$ cat config.mk
export PLATFORM = sky130hd
export DESIGN_NAME = mult_sched
export DESIGN_NICKNAME = d
export VERILOG_FILES = /design/src/rtl/mult_sched_pkg.sv /design/src/rtl/mult_sched_rr_arbiter.sv /design/src/rtl/mult_sched.sv
export SDC_FILE = /design/constraint.sdc
export NUM_CORES = 1
export LEC_CHECK = 0
export ABC_AREA = 1
export CAP_MARGIN = 20
export CORE_UTILIZATION = 43
export DETAILED_ROUTE_END_ITERATION = 7
export MAX_ROUTING_LAYER = met4
export PLACE_DENSITY = 0.68
export SLEW_MARGIN = 20
export SYNTH_ARGS = -nofsm -noshare
export SYNTH_HDL_FRONTEND = slang
export SYNTH_HIERARCHICAL = 1
export SYNTH_SLANG_ARGS = --single-unit
export TNS_END_PERCENT = 50
$ cat constraint.sdc
create_clock -name CLK -period 17.5 [get_ports CLK]
set_input_delay 1.75 -clock CLK [delete_from_list [all_inputs] [get_ports CLK]]
set_output_delay 1.75 -clock CLK [all_outputs]
set_load 0.03 [all_outputs]
$ cat src/rtl/mult_sched_pkg.sv
// Shared types and constants for the multiplier request scheduler.
package mult_sched_pkg;

   typedef enum logic [1:0] {
      FILL      = 2'd0,
      WAIT_FULL = 2'd1,
      DRAIN     = 2'd2
   } state_t;

   localparam int OP_W          = 16;
   localparam int MULT_LAT      = 4;
   localparam int DEPTH_DEFAULT = 64;
   localparam int ID_W_MAX      = 3;

   // id is sized for the largest supported requester count (8)
   typedef struct packed {
      logic                dummy;
      logic [ID_W_MAX-1:0] id;
   } tag_t;

endpackage

$ cat src/rtl/mult_sched_rr_arbiter.sv
// Round-robin arbiter: grants the first requester at or after the priority pointer.
module rr_arbiter #(
   parameter int NREQ = 4
) (
   input  logic [NREQ-1:0]         req,
   input  logic                    en,
   input  logic [$clog2(NREQ)-1:0] ptr,
   output logic [NREQ-1:0]         grant,
   output logic [$clog2(NREQ)-1:0] ptr_nxt
);

   localparam int PW = $clog2(NREQ);

   function automatic logic [PW-1:0] wrap_add(input logic [PW-1:0] base, input int k);
      int s;
      s = (int'(base) + k) % NREQ;
      return PW'(s);
   endfunction

   // Scan from the farthest candidate back to ptr so the nearest valid one wins.
   always_comb begin
      grant   = '0;
      ptr_nxt = ptr;
      if (en) begin
         for (int k = NREQ - 1; k >= 0; k--) begin
            if (req[wrap_add(ptr, k)]) begin
               grant                   = '0;
               grant[wrap_add(ptr, k)] = 1'b1;
               ptr_nxt                 = wrap_add(ptr, k + 1);
            end
         end
      end
   end

endmodule

$ cat src/rtl/mult_sched.sv
// Schedules requester operations onto the pipelined multiplier in blocks of DEPTH
// and returns each block's results tagged with the originating requester.
//
//   state     | meaning
//   ----------+------------------------------------------------------------
//   FILL      | granting requesters (or padding after a flush) until DEPTH issued
//   WAIT_FULL | block issued; EN_blockRead held until the first VALID_memVal
//   DRAIN     | popping one tag per VALID_memVal until DEPTH results consumed
module mult_sched
   import mult_sched_pkg::*;
#(
   parameter int NREQ  = 4,
   parameter int N     = 32,
   parameter int DEPTH = DEPTH_DEFAULT
) (
   input  logic                    CLK,
   input  logic                    rst_n,
   input  logic [NREQ-1:0]         req_valid,
   input  logic [NREQ*OP_W-1:0]    req_op0,
   input  logic [NREQ*OP_W-1:0]    req_op1,
   output logic [NREQ-1:0]         req_ready,
   input  logic                    flush,
   output logic                    rsp_valid,
   output logic [$clog2(NREQ)-1:0] rsp_id,
   output logic [N-1:0]            rsp_data,
   output logic                    EN_mult,
   output logic [OP_W-1:0]         mult_input0,
   output logic [OP_W-1:0]         mult_input1,
   input  logic                    RDY_mult,
   output logic                    EN_blockRead,
   input  logic                    VALID_memVal,
   input  logic [N-1:0]            memVal_data
);

   localparam int ID_W  = $clog2(NREQ);
   localparam int CNT_W = $clog2(DEPTH + 1);
   localparam int AW    = $clog2(DEPTH);

   state_t           state;
   logic             live;
   logic             pend;
   logic [CNT_W-1:0] issued;
   logic [CNT_W-1:0] popped;
   logic [ID_W-1:0]  ptr;
   logic [ID_W-1:0]  ptr_nxt;
   logic [NREQ-1:0]  grant;

   logic             arb_en;
   logic             xfer;
   logic             pad;
   logic             pop;
   logic             last_pop;
   logic             room;
   logic [ID_W-1:0]  grant_id;
   logic [OP_W-1:0]  sel_op0;
   logic [OP_W-1:0]  sel_op1;
   tag_t             push_tag;
   tag_t             pop_tag;
   tag_t             fifo [DEPTH];

   // live keeps req_ready low while rst_n is asserted, even with requesters valid
   assign room     = live && (state == FILL) && RDY_mult && (issued < CNT_W'(DEPTH));
   assign arb_en   = room && !pend;
   assign pad      = room && pend;
   assign xfer     = |grant;
   assign pop      = VALID_memVal && (state != FILL);
   assign last_pop = pop && (popped == CNT_W'(DEPTH - 1));

   assign req_ready = grant;

   rr_arbiter #(.NREQ(NREQ)) u_arb (
      .req     (req_valid),
      .en      (arb_en),
      .ptr     (ptr),
      .grant   (grant),
      .ptr_nxt (ptr_nxt)
   );

   always_comb begin
      grant_id = '0;
      sel_op0  = '0;
      sel_op1  = '0;
      for (int i = 0; i < NREQ; i++) begin
         if (grant[i]) begin
            grant_id = ID_W'(i);
            sel_op0  = req_op0[OP_W*i +: OP_W];
            sel_op1  = req_op1[OP_W*i +: OP_W];
         end
      end
   end

   always_comb begin
      push_tag       = '0;
      push_tag.dummy = !xfer;
      push_tag.id    = ID_W_MAX'(grant_id);
   end

   // Results come back in issue order, so the write index is simply the issue count
   always_ff @(posedge CLK) begin
      if (xfer || pad)
         fifo[issued[AW-1:0]] <= push_tag;
   end

   assign pop_tag = fifo[popped[AW-1:0]];

   always_ff @(posedge CLK or negedge rst_n) begin
      if (!rst_n) begin
         state        <= FILL;
         live         <= 1'b0;
         pend         <= 1'b0;
         issued       <= '0;
         popped       <= '0;
         ptr          <= '0;
         EN_mult      <= 1'b0;
         mult_input0  <= '0;
         mult_input1  <= '0;
         EN_blockRead <= 1'b0;
         rsp_valid    <= 1'b0;
         rsp_id       <= '0;
         rsp_data     <= '0;
      end else begin
         live      <= 1'b1;
         EN_mult   <= xfer || pad;
         rsp_valid <= 1'b0;

         if (xfer) begin
            mult_input0 <= sel_op0;
            mult_input1 <= sel_op1;
            ptr         <= ptr_nxt;
         end else if (pad) begin
            mult_input0 <= '0;
            mult_input1 <= '0;
         end

         case (state)
            FILL: begin
               if (flush && (issued != '0))
                  pend <= 1'b1;
               if (xfer || pad) begin
                  issued <= issued + CNT_W'(1);
                  if (issued == CNT_W'(DEPTH - 1)) begin
                     state        <= WAIT_FULL;
                     EN_blockRead <= 1'b1;
                  end
               end
            end

            WAIT_FULL, DRAIN: begin
               if (pop) begin
                  EN_blockRead <= 1'b0;
                  state        <= DRAIN;
                  popped       <= popped + CNT_W'(1);
                  if (!pop_tag.dummy) begin
                     rsp_valid <= 1'b1;
                     rsp_id    <= ID_W'(pop_tag.id);
                     rsp_data  <= memVal_data;
                  end
                  if (last_pop) begin
                     state  <= FILL;
                     issued <= '0;
                     popped <= '0;
                     pend   <= 1'b0;
                  end
               end
            end

            default: state <= FILL;
         endcase
      end
   end

endmodule
### Word level (Yosys, flattened, before mapping)

Memory sizes are Yosys's and may differ from the RTL's.
Cells that the tools add are included.

| storage, ports and cells | value |
|---|---|
| bits in registers | 89 |
| bits in writable memories | 192 |
| memories kept | 1 |

Memory list:

| name | depth | bits a word | rd ports | clocked after memory_dff | write ports | line | text |
|---|---|---|---|---|---|---|---|
| fifo | 64 | 3 | 1 | 0 | 1 | mult_sched.sv:59 | `tag_t fifo [DEPTH];` |

| cells by class | value |
|---|---|
| add/subtract/negate cells | 6 |
| order comparisons | 9 |
| equality and inequality tests | 9 |
| muxes and demuxes | 62 |
| bitwise operators | 1 |
| reduce and logical (&&, ||, !) cells | 30 |

Operator list:

| cell | count |
|---|---|
| 2-to-1 mux 16 bit | 11 |
| 2-to-1 mux 7 bit | 4 |
| 2-to-1 mux 1 bit | 20 |
| 2-to-1 mux 2 bit | 10 |
| 2-to-1 mux 4 bit | 5 |
| adder 7 x 1 -> 7 bit (second input constant) | 2 |
| equality test 7 x 6 -> 1 bit (second input constant) | 2 |
| one-hot mux 7 bit (2 select lines) | 1 |
| logical AND 1 bit | 12 |
| less-than comparator 2 x 3 -> 1 bit (second input constant) | 4 |
| AND reduction 4 bit | 3 |
| AND reduction 3 bit | 3 |
| binary-select mux 1 bit (select 2 bit) | 4 |
| demux 1 bit (select 2 bit) | 4 |
| >= comparator 2 x 1 -> 1 bit (second input constant) | 4 |
| less-than comparator 7 bit (second input constant) | 1 |
| nonzero test 7 bit | 1 |
| inequality test 2 x 1 -> 1 bit (second input constant) | 3 |
| nonzero test 2 bit | 3 |
| adder 2 x 1 -> 2 bit (second input constant) | 2 |
| adder 2 bit (second input constant) | 2 |
| inequality test 2 bit (second input constant) | 2 |
| one-hot mux 1 bit (2 select lines) | 2 |
| one-hot mux 2 bit (2 select lines) | 1 |
| 10 further kinds | 11 |

### Depth between registers and ports, before layout

Gate-level depths: netlist of the first run.

| logic depth | value |
|---|---|
| depth in word-level cells | 15 |
| depth in mapped cells | 21 |
| mapped depth without buffers | 20 |

### Modules after synthesis

The synthesis of the first run kept the hierarchy.

By module, submodules not included:

| module | instances | cells an instance | area each (um2) | seq. area each (um2) |
|---|---|---|---|---|
| mult_sched | 1 | 1,279 | 12,635.9 | 7,992.7 |
| rr_arbiter | 1 | 105 | 551.8 | 0.0 |

### Least setup slack after synthesis of the first run

OpenSTA, ideal clock, no wires.

| timing | value |
|---|---|
| path kind | input -> register |
| start | input RDY_mult |
| end | memory fifo[0][0] (netlist name), data pin |
| library setup time | 701 ps |
| arrival | 5,822 ps |
| data required time | 16,799 ps |
| path slack | 10,977 ps |
| cell stages on the path | 10 |
| buffers on the path | 2 |
| path through | nand4_1 -> nor2_1 -> o21ai_0 -> inv_1 -> nand2_1 -> inv_1 -> clkbuf_1 -> buf_1 -> inv_1 -> o21ai_0 |

| between the ends | value |
|---|---|
| longest elaborated chain between the ends | 7 |

RTL lines:

| element | line | text |
|---|---|---|
| from (decl) | mult_sched.sv:29 | `input logic RDY_mult,` |
| logical AND 1 bit (2 in series) | mult_sched.sv:62 | `assign room = live && (state == FILL) && RDY_mult && (issued < CNT_W'(DEPTH));` |
| logical AND 1 bit | mult_sched.sv:63 | `assign arb_en = room && !pend;` |
| named net arb_en | mult_sched.sv:48 | `logic arb_en;` |
| 2-to-1 mux 4 bit | mult_sched_rr_arbiter.sv:24 | `if (en) begin` |
| named net req_ready[1] | mult_sched.sv:21 | `output logic [NREQ-1:0] req_ready,` |
| 2-to-1 mux 1 bit | mult_sched.sv:84 | `if (grant[i]) begin` |
| 2-to-1 mux 2 bit (2 in series) | mult_sched.sv:84 |  |
| named net grant_id[0] | mult_sched.sv:54 | `logic [ID_W-1:0] grant_id;` |
| to (decl) | mult_sched.sv:59 |  |

The timed path passes the listed nets, and every way through them passes these cells.

### Worst setup path in the final report of the first run

| timing | value |
|---|---|
| start | input RDY_mult |
| end | output req_ready[1] |

| between the ends | value |
|---|---|
| longest elaborated chain between the ends | 4 |

RTL lines:

| element | line |
|---|---|
| logical AND 1 bit (2 in series) | mult_sched.sv:62 |
| logical AND 1 bit | mult_sched.sv:63 |
| named net arb_en | mult_sched.sv:48 |
| 2-to-1 mux 4 bit | mult_sched_rr_arbiter.sv:24 |
| to (decl) | mult_sched.sv:21 |

The timed path passes the listed nets, and every way through them passes these cells.

==> flow_summary.ini, run 1 <==
[sta]
rsz0062_at_grt = no
worst_slew_pin_slew_ns = 1.11
setup-violations-final = 0
slew_violations = 0
whs_ns = 0.468
timing.fmax_mhz = 163
tns_ns = 0
min_period_ns = 6.14
finClkSkew_ns = 0.00692
min_period_over_period_pct = 35.1
hold_viol = 0
slew_headroom_pct = 25.8
fin_ws_ns = 11.36

[final_layout]
fin_nets = 1773
n_antenna_cell = 0
finalInstanceArea_um2 = 16900
drive_above_1_share_pct = 6.20
synthToLayoutAreaGrowth_pct = 27.8
final_cells = 2003
final_core_util_pct = 56.4

[route]
via_per_inst = 5.28
finalWirelength_um = 35700
first_pass_iters = 5
via_count = 10600
wl_per_cell_um = 17.8
drcViolationCount = 0
antenna_left = 0
drt_iter0_markers = 741

[logic_synthesis]
synthArstFlopShare_pct = 31.7
synth_top_area_cell = edfxtp_1
netlist_area_um2 = 13200
synth.most_common_cell = nand2_1
synthCells = 1384
ys_seq_area_share_pct = 60.6
yosysWarnings = 6
synthFlopType = edfxtp_1
yosysTopAreaCellShare_pct = 43.7
synthTopCellsByCount = nand2_1 (326), nor2_1 (245), edfxtp_1 (192)
synth_fp_nets = 1567
ys_top_cells_by_area = edfxtp_1 (44%), dfrtp_1 (17%), nand2_1 (9.3%)
yosys.cell_types.count = 44
synth.avg_cell_area_um2 = 9.53
ys_ff_latch = 281
synth_edf_count = 192

[worst_setup_path]
worstPathCellList = clkdlybuf4s50_1 > nand4_1 > nor2_1 > o21ai_0 > inv_1 > nand2_1 > inv_2 > buf_4 > clkdlybuf4s50_1
crit_top_cell = clkdlybuf4s50_1
path_max_fanout = 67
crit_start = RDY_mult
r2r_start = ptr[1]
max_stage_delay_ns = 0.79
cp_slowest_cell = clkdlybuf4s50_1
crit_path_end_kind = output port
r2r_cells = 14
worst-setup-path-type = in -> out
arrival_ns = 4.39
crit_required_ns = 15.75
rr_endpoint = fifo[42][2]
setup.worst_path.end = req_ready[1]
reg2reg_setup_slack_ns = 13.04
worst_setup_path_start_kind = input port

[worst_hold_path]
holdCritPathClass = reg -> reg
holdPathStages = 2
min-delay-start = rsp_data[11]

[floorplanning]
die_x_um = 177
core_area_um2 = 29900
fp-row-count = 63
die_h_um = 177
ios = 242
die_area_um2 = 31400
start_util_pct = 44.1

[clocking]
numCtsBuffers = 29
h-tree-depth = 1
clk_latency_ns = 0.54
cts_resized = 0
ctsHoldBuffers = 0
cts_tree = built
clockBufferDepth = 3
cts_sinks = 281
clkSlewWorstSetupHoldPaths_ns = 0.06
root_buffer = clkbuf_16
cts_setup_buffers = 0

[global_route]
grt_overflow_total = 0
antenna_found_initial = 0
grt_pass1_vias = 10300
grt_use_total_pct = 23.4
grt_max_degree = 97
grt_pass1_wl_um = 55700

[pwr]
switching_power_uw = 908
sw_frac_of_total_pct = 37.6
p_per_area_nw_per_um2 = 143
irDropWorstVdd_v = 0.0000851
comb_power_share_pct = 37.4
power_mw = 2.42
power.clock.fraction_pct = 28.1
seq_power_share_pct = 34.5
p_leak_nw = 6.74
p_int_mw = 1.51

[placement]
place_inst = 1949
place_ws_ns = 11.35
routabilityCongestion = 0.853
placedInstanceArea_um2 = 15800
port_buffers = 241
place_hpwl_um = 23300

[job]
cap_violations = 0

[status]
status = complete, no violations
-- final cells by class --
cell class	count	area (um2)
Clock buffer	36	762
Clock inverter	18	298
Fill cell	2642	13000
Inverter	70	272
Multi-Input combinational cell	956	4550
Sequential cell	281	8000
Tap cell	390	488
Timing Repair Buffer	252	2490
-- cell usage in the layout (no fill, tap or decap), types with 4 or more instances in the layout --
cell type	n
nand2_2	10
clkinv_1	5
ha_1	14
o211ai_1	8
clkbuf_16	29
o21ai_0	94
inv_1	57
nor2_1	245
o41ai_1	7
xor2_1	4
bufinv_16	8
edfxtp_1	192
nand3_2	4
a21oi_1	21
a211oi_1	32
buf_4	12
clkbuf_1	6
inv_2	9
nand4_1	41
nand2_1	325
nand3_1	94
o22ai_1	25
clkdlybuf4s50_1	240
dfrtp_1	87
o21ai_1	7
-- per-layer routing --
layer | vias to the layer above | wire length [um] | track usage [%] | share of wire [%]
li1 | 5151 | - | - | -
met1 | 5040 | 15100 | 30.9 | 42
met2 | 332 | 17600 | 38.3 | 49
met3 | 58 | 2070 | 2.96 | 5.8
met4 | 0 | 891 | 5.93 | 2.5
met5 | - | 0 | - | 0
-- worst min path at each step --
stage                   end  slack, ns
3_3_place_gp   rsp_data[24]       0.45
6_report       rsp_data[11]       0.47
3_5_place_dp   rsp_data[11]       0.46
5_1_grt        rsp_data[11]       0.48
2_1_floorplan      state[1]       0.48
4_1_cts        rsp_data[11]       0.47
-- power groups by stage --
stage / logic (mW) / clock network, mW / registers [mW]
6_report: 0.904 / 0.680 / 0.832
2_1_floorplan: 0.507 / 0 / 0.945
3_3_place_gp: 0.898 / 0 / 0.842
3_5_place_dp: 0.906 / 0 / 0.844
4_1_cts: 0.909 / 0.689 / 0.832
5_1_grt: 0.993 / 0.713 / 0.843
-- kinds of logic (layout without fill, tap and decap cells) --
group           count (synthesis)  count (layout)  share of synthesized area (%)
buf+inv                       147             376                           5.09
mux                             2               2                          0.171
fa+ha+maj                      14              14                           1.33
flops                         281             281                           60.6
other cells                     1               1                         0.0284
simple gates                  732             732                           23.4
xor+xnor                        4               4                          0.266
compound gates                203             203                           9.09
-- sequential cells by signal, indices dropped and copies added (netlist names) --
signal and cells:
mult_input0 16, fifo 192, mult_input1 16, state 2, popped 7, rsp_id 2, pend 1, EN_mult 1
issued 7, live 1, rsp_valid 1, rsp_data 32, EN_blockRead 1, ptr 2
-- worst max-delay path: cells and delay by family --
family	cells	cell delay, ns
buf+inv	5	1.88
simple gates	3	0.55
compound gates	1	0.17
Note: power is estimated with default switching activity, not from simulation.
==> inputs of run 2 (changes only) <==
==> constraint.sdc (replaced) <==
create_clock -name CLK -period 6.2 [get_ports CLK]
set_input_delay 0.62 -clock CLK [delete_from_list [all_inputs] [get_ports CLK]]
set_output_delay 0.62 -clock CLK [all_outputs]
set_load 0.03 [all_outputs]
==> run 2 against run 1 <==
- sequential power grew to 2.9 times the previous value
- global-route usage grew 0.20 points
- routed wire length grew 0.67%
- cell area shrank 0.22%
- combinational power grew to 2.8 times the previous value
==> flow_summary.ini, run 2 (synthesized netlist as in run 1, its figures left out) <==
[pwr]
power_mw = 6.70
irDropWorstVdd_v = 0.000236
p_leak_nw = 6.74
p_per_area_nw_per_um2 = 398

[global_route]
busiest_layer = met2
grt_max_degree = 97
grt_use_met1_pct = 30.9
use_met3_pct = 3.22
grt_pass1_vias = 10500
grt_overflow_total = 0
use_met2_pct = 37.8
grt_use_total_pct = 23.6
antenna_found_initial = 0
grt_pass1_wl_um = 56400

[final_layout]
largest_register_ffs = 192
synthToLayoutAreaGrowth_pct = 27.5
drive_above_1_share_pct = 6.37
final_common_cell = nand2_1
final_cell_mix = nand2_1 (326), nor2_1 (245), clkdlybuf4s50_1 (240)
fin_nets = 1776
n_antenna_cell = 0
fill_cells = 2535

[sta]
hold_viol = 0
slew_headroom_pct = 27.8
timing.fmax_mhz = 223
setup-violations-final = 0
rsz0062_at_grt = no
tns_ns = 0
worst_slew_pin_slew_ns = 1.08
finClkSkew_ns = 0.0175
min_period_over_period_pct = 72.5
min_period_ns = 4.49
slew_violations = 0

[floorplanning]
die_h_um = 177
start_util_pct = 44.1
core_area_um2 = 29900
fp-row-count = 63
die_area_um2 = 31400
die_x_um = 177
ios = 242

[placement]
routabilityCongestion = 0.850
place_hpwl_um = 23700
port_buffers = 241

[worst_setup_path]
worst-setup-path-type = reg -> out
crit_path_end_kind = output port
critPathTopFamily = buffers and inverters
worstPathCellList = inv_1 > ha_1 > inv_1 > nand3_2 > nand2_1 > nand3_1 > nand3_1 > nand2_1 > inv_2 > buf_4 > clkdlybuf4s50_1
max_stage_delay_ns = 0.80
path_max_fanout = 66
crit_required_ns = 5.58
arrival_ns = 3.87
worst_setup_path_start_kind = flip-flop
cp_slowest_cell = clkdlybuf4s50_1
critPathBufInv = 5

[clocking]
ctsHoldBuffers = 0
clockBufferDepth = 3
cts_tree = built
clk_latency_ns = 0.55
root_buffer = clkbuf_16
cts_setup_buffers = 0
numCtsBuffers = 30
h-tree-depth = 1
cts_sinks = 281
cts_resized = 0
clkSlewWorstSetupHoldPaths_ns = 0.06

[route]
drt_iter0_markers = 854
first_pass_iters = 6
drcViolationCount = 0
antenna_left = 0
via_per_inst = 5.32
finalWirelength_um = 35900
via_count = 10700
wl_per_cell_um = 17.9

[status]
status = complete, no violations

[worst_hold_path]
holdCritPathClass = in -> async

[job]
cap_violations = 0
[run 2: changes by cell type in the layout (fill, tap and decap cells not counted), sizes merged]
cell | before | now
buf | 12 | 14
inv | 68 | 67
bufinv | 8 | 2
clkinv | 10 | 17
clkbuf | 36 | 38
[run 2: worst register-to-register path: stages (launching register included)]
cell,delay [ns]
dfrtp_1,0.55
inv_1,0.22
ha_1,0.38
inv_1,0.19
nand3_2,0.15
nand2_1,0.16
nand3_1,0.10
nand3_1,0.10
nand2_1,0.05
inv_1,0.05
buf_4,0.35
nor3_4,0.09
nand2_1,0.29
nand4_1,0.70
nor2_1,0.49
[run 2: cell type report]
cell class	count	area, um2	area share, %
Clock inverter	18	156	0.930
Clock buffer	38	855	5.08
Inverter	70	272	1.61
Multi-Input combinational cell	956	4540	27.0
Tap cell	390	488	2.90
Sequential cell	281	8000	47.5
Timing Repair Buffer	254	2510	14.9
[run 2: metal layers]
metal  wire [um]  vias to the layer above
li1            -                     5168
met1       14800                     5052
met2       17600                      374
met3        2370                       74
met4        1120                        0
met5           0                        -
[run 2: worst paths after layout]
path                               from              end  slack [ns]  cells past startpoint
setup / recovery                 ptr[1]     req_ready[1]        1.71                     11
min in group CLK           rsp_data[10]     rsp_data[10]        0.47                      2
hold reg to reg            rsp_data[10]     rsp_data[10]        0.47                      2
max in group asynchronous         rst_n  mult_input0[13]        5.03                      2
hold / removal                    rst_n             live        0.02                      1
setup reg to reg                 ptr[1]      fifo[26][2]        2.00                     14
[run 2: power breakdown]
| part | switching [mW] | internal (mW) | total (mW) |
|---|---|---|---|
| combinational | 1.68 | 0.852 | 2.53 |
| sequential | 0.182 | 2.20 | 2.38 |
| clock | 0.726 | 1.06 | 1.79 |
| total | 2.59 | 4.11 | 6.70 |
[run 2: metrics by stage]
step	hold slack (ns)	cell area [um2]	util, %	setup slack [ns]	std cells
2_1_floorplan	0.324	13200	-	0.478	1384
6_report	0.0187	16800	56.3	1.71	2007
3_5_place_dp	0.461	15800	52.9	1.98	1951
4_1_cts	0.0130	16800	56.3	1.69	2007
3_3_place_gp	0.453	15800	52.9	2.15	1951
5_1_grt	0.0300	16800	56.3	1.50	2007
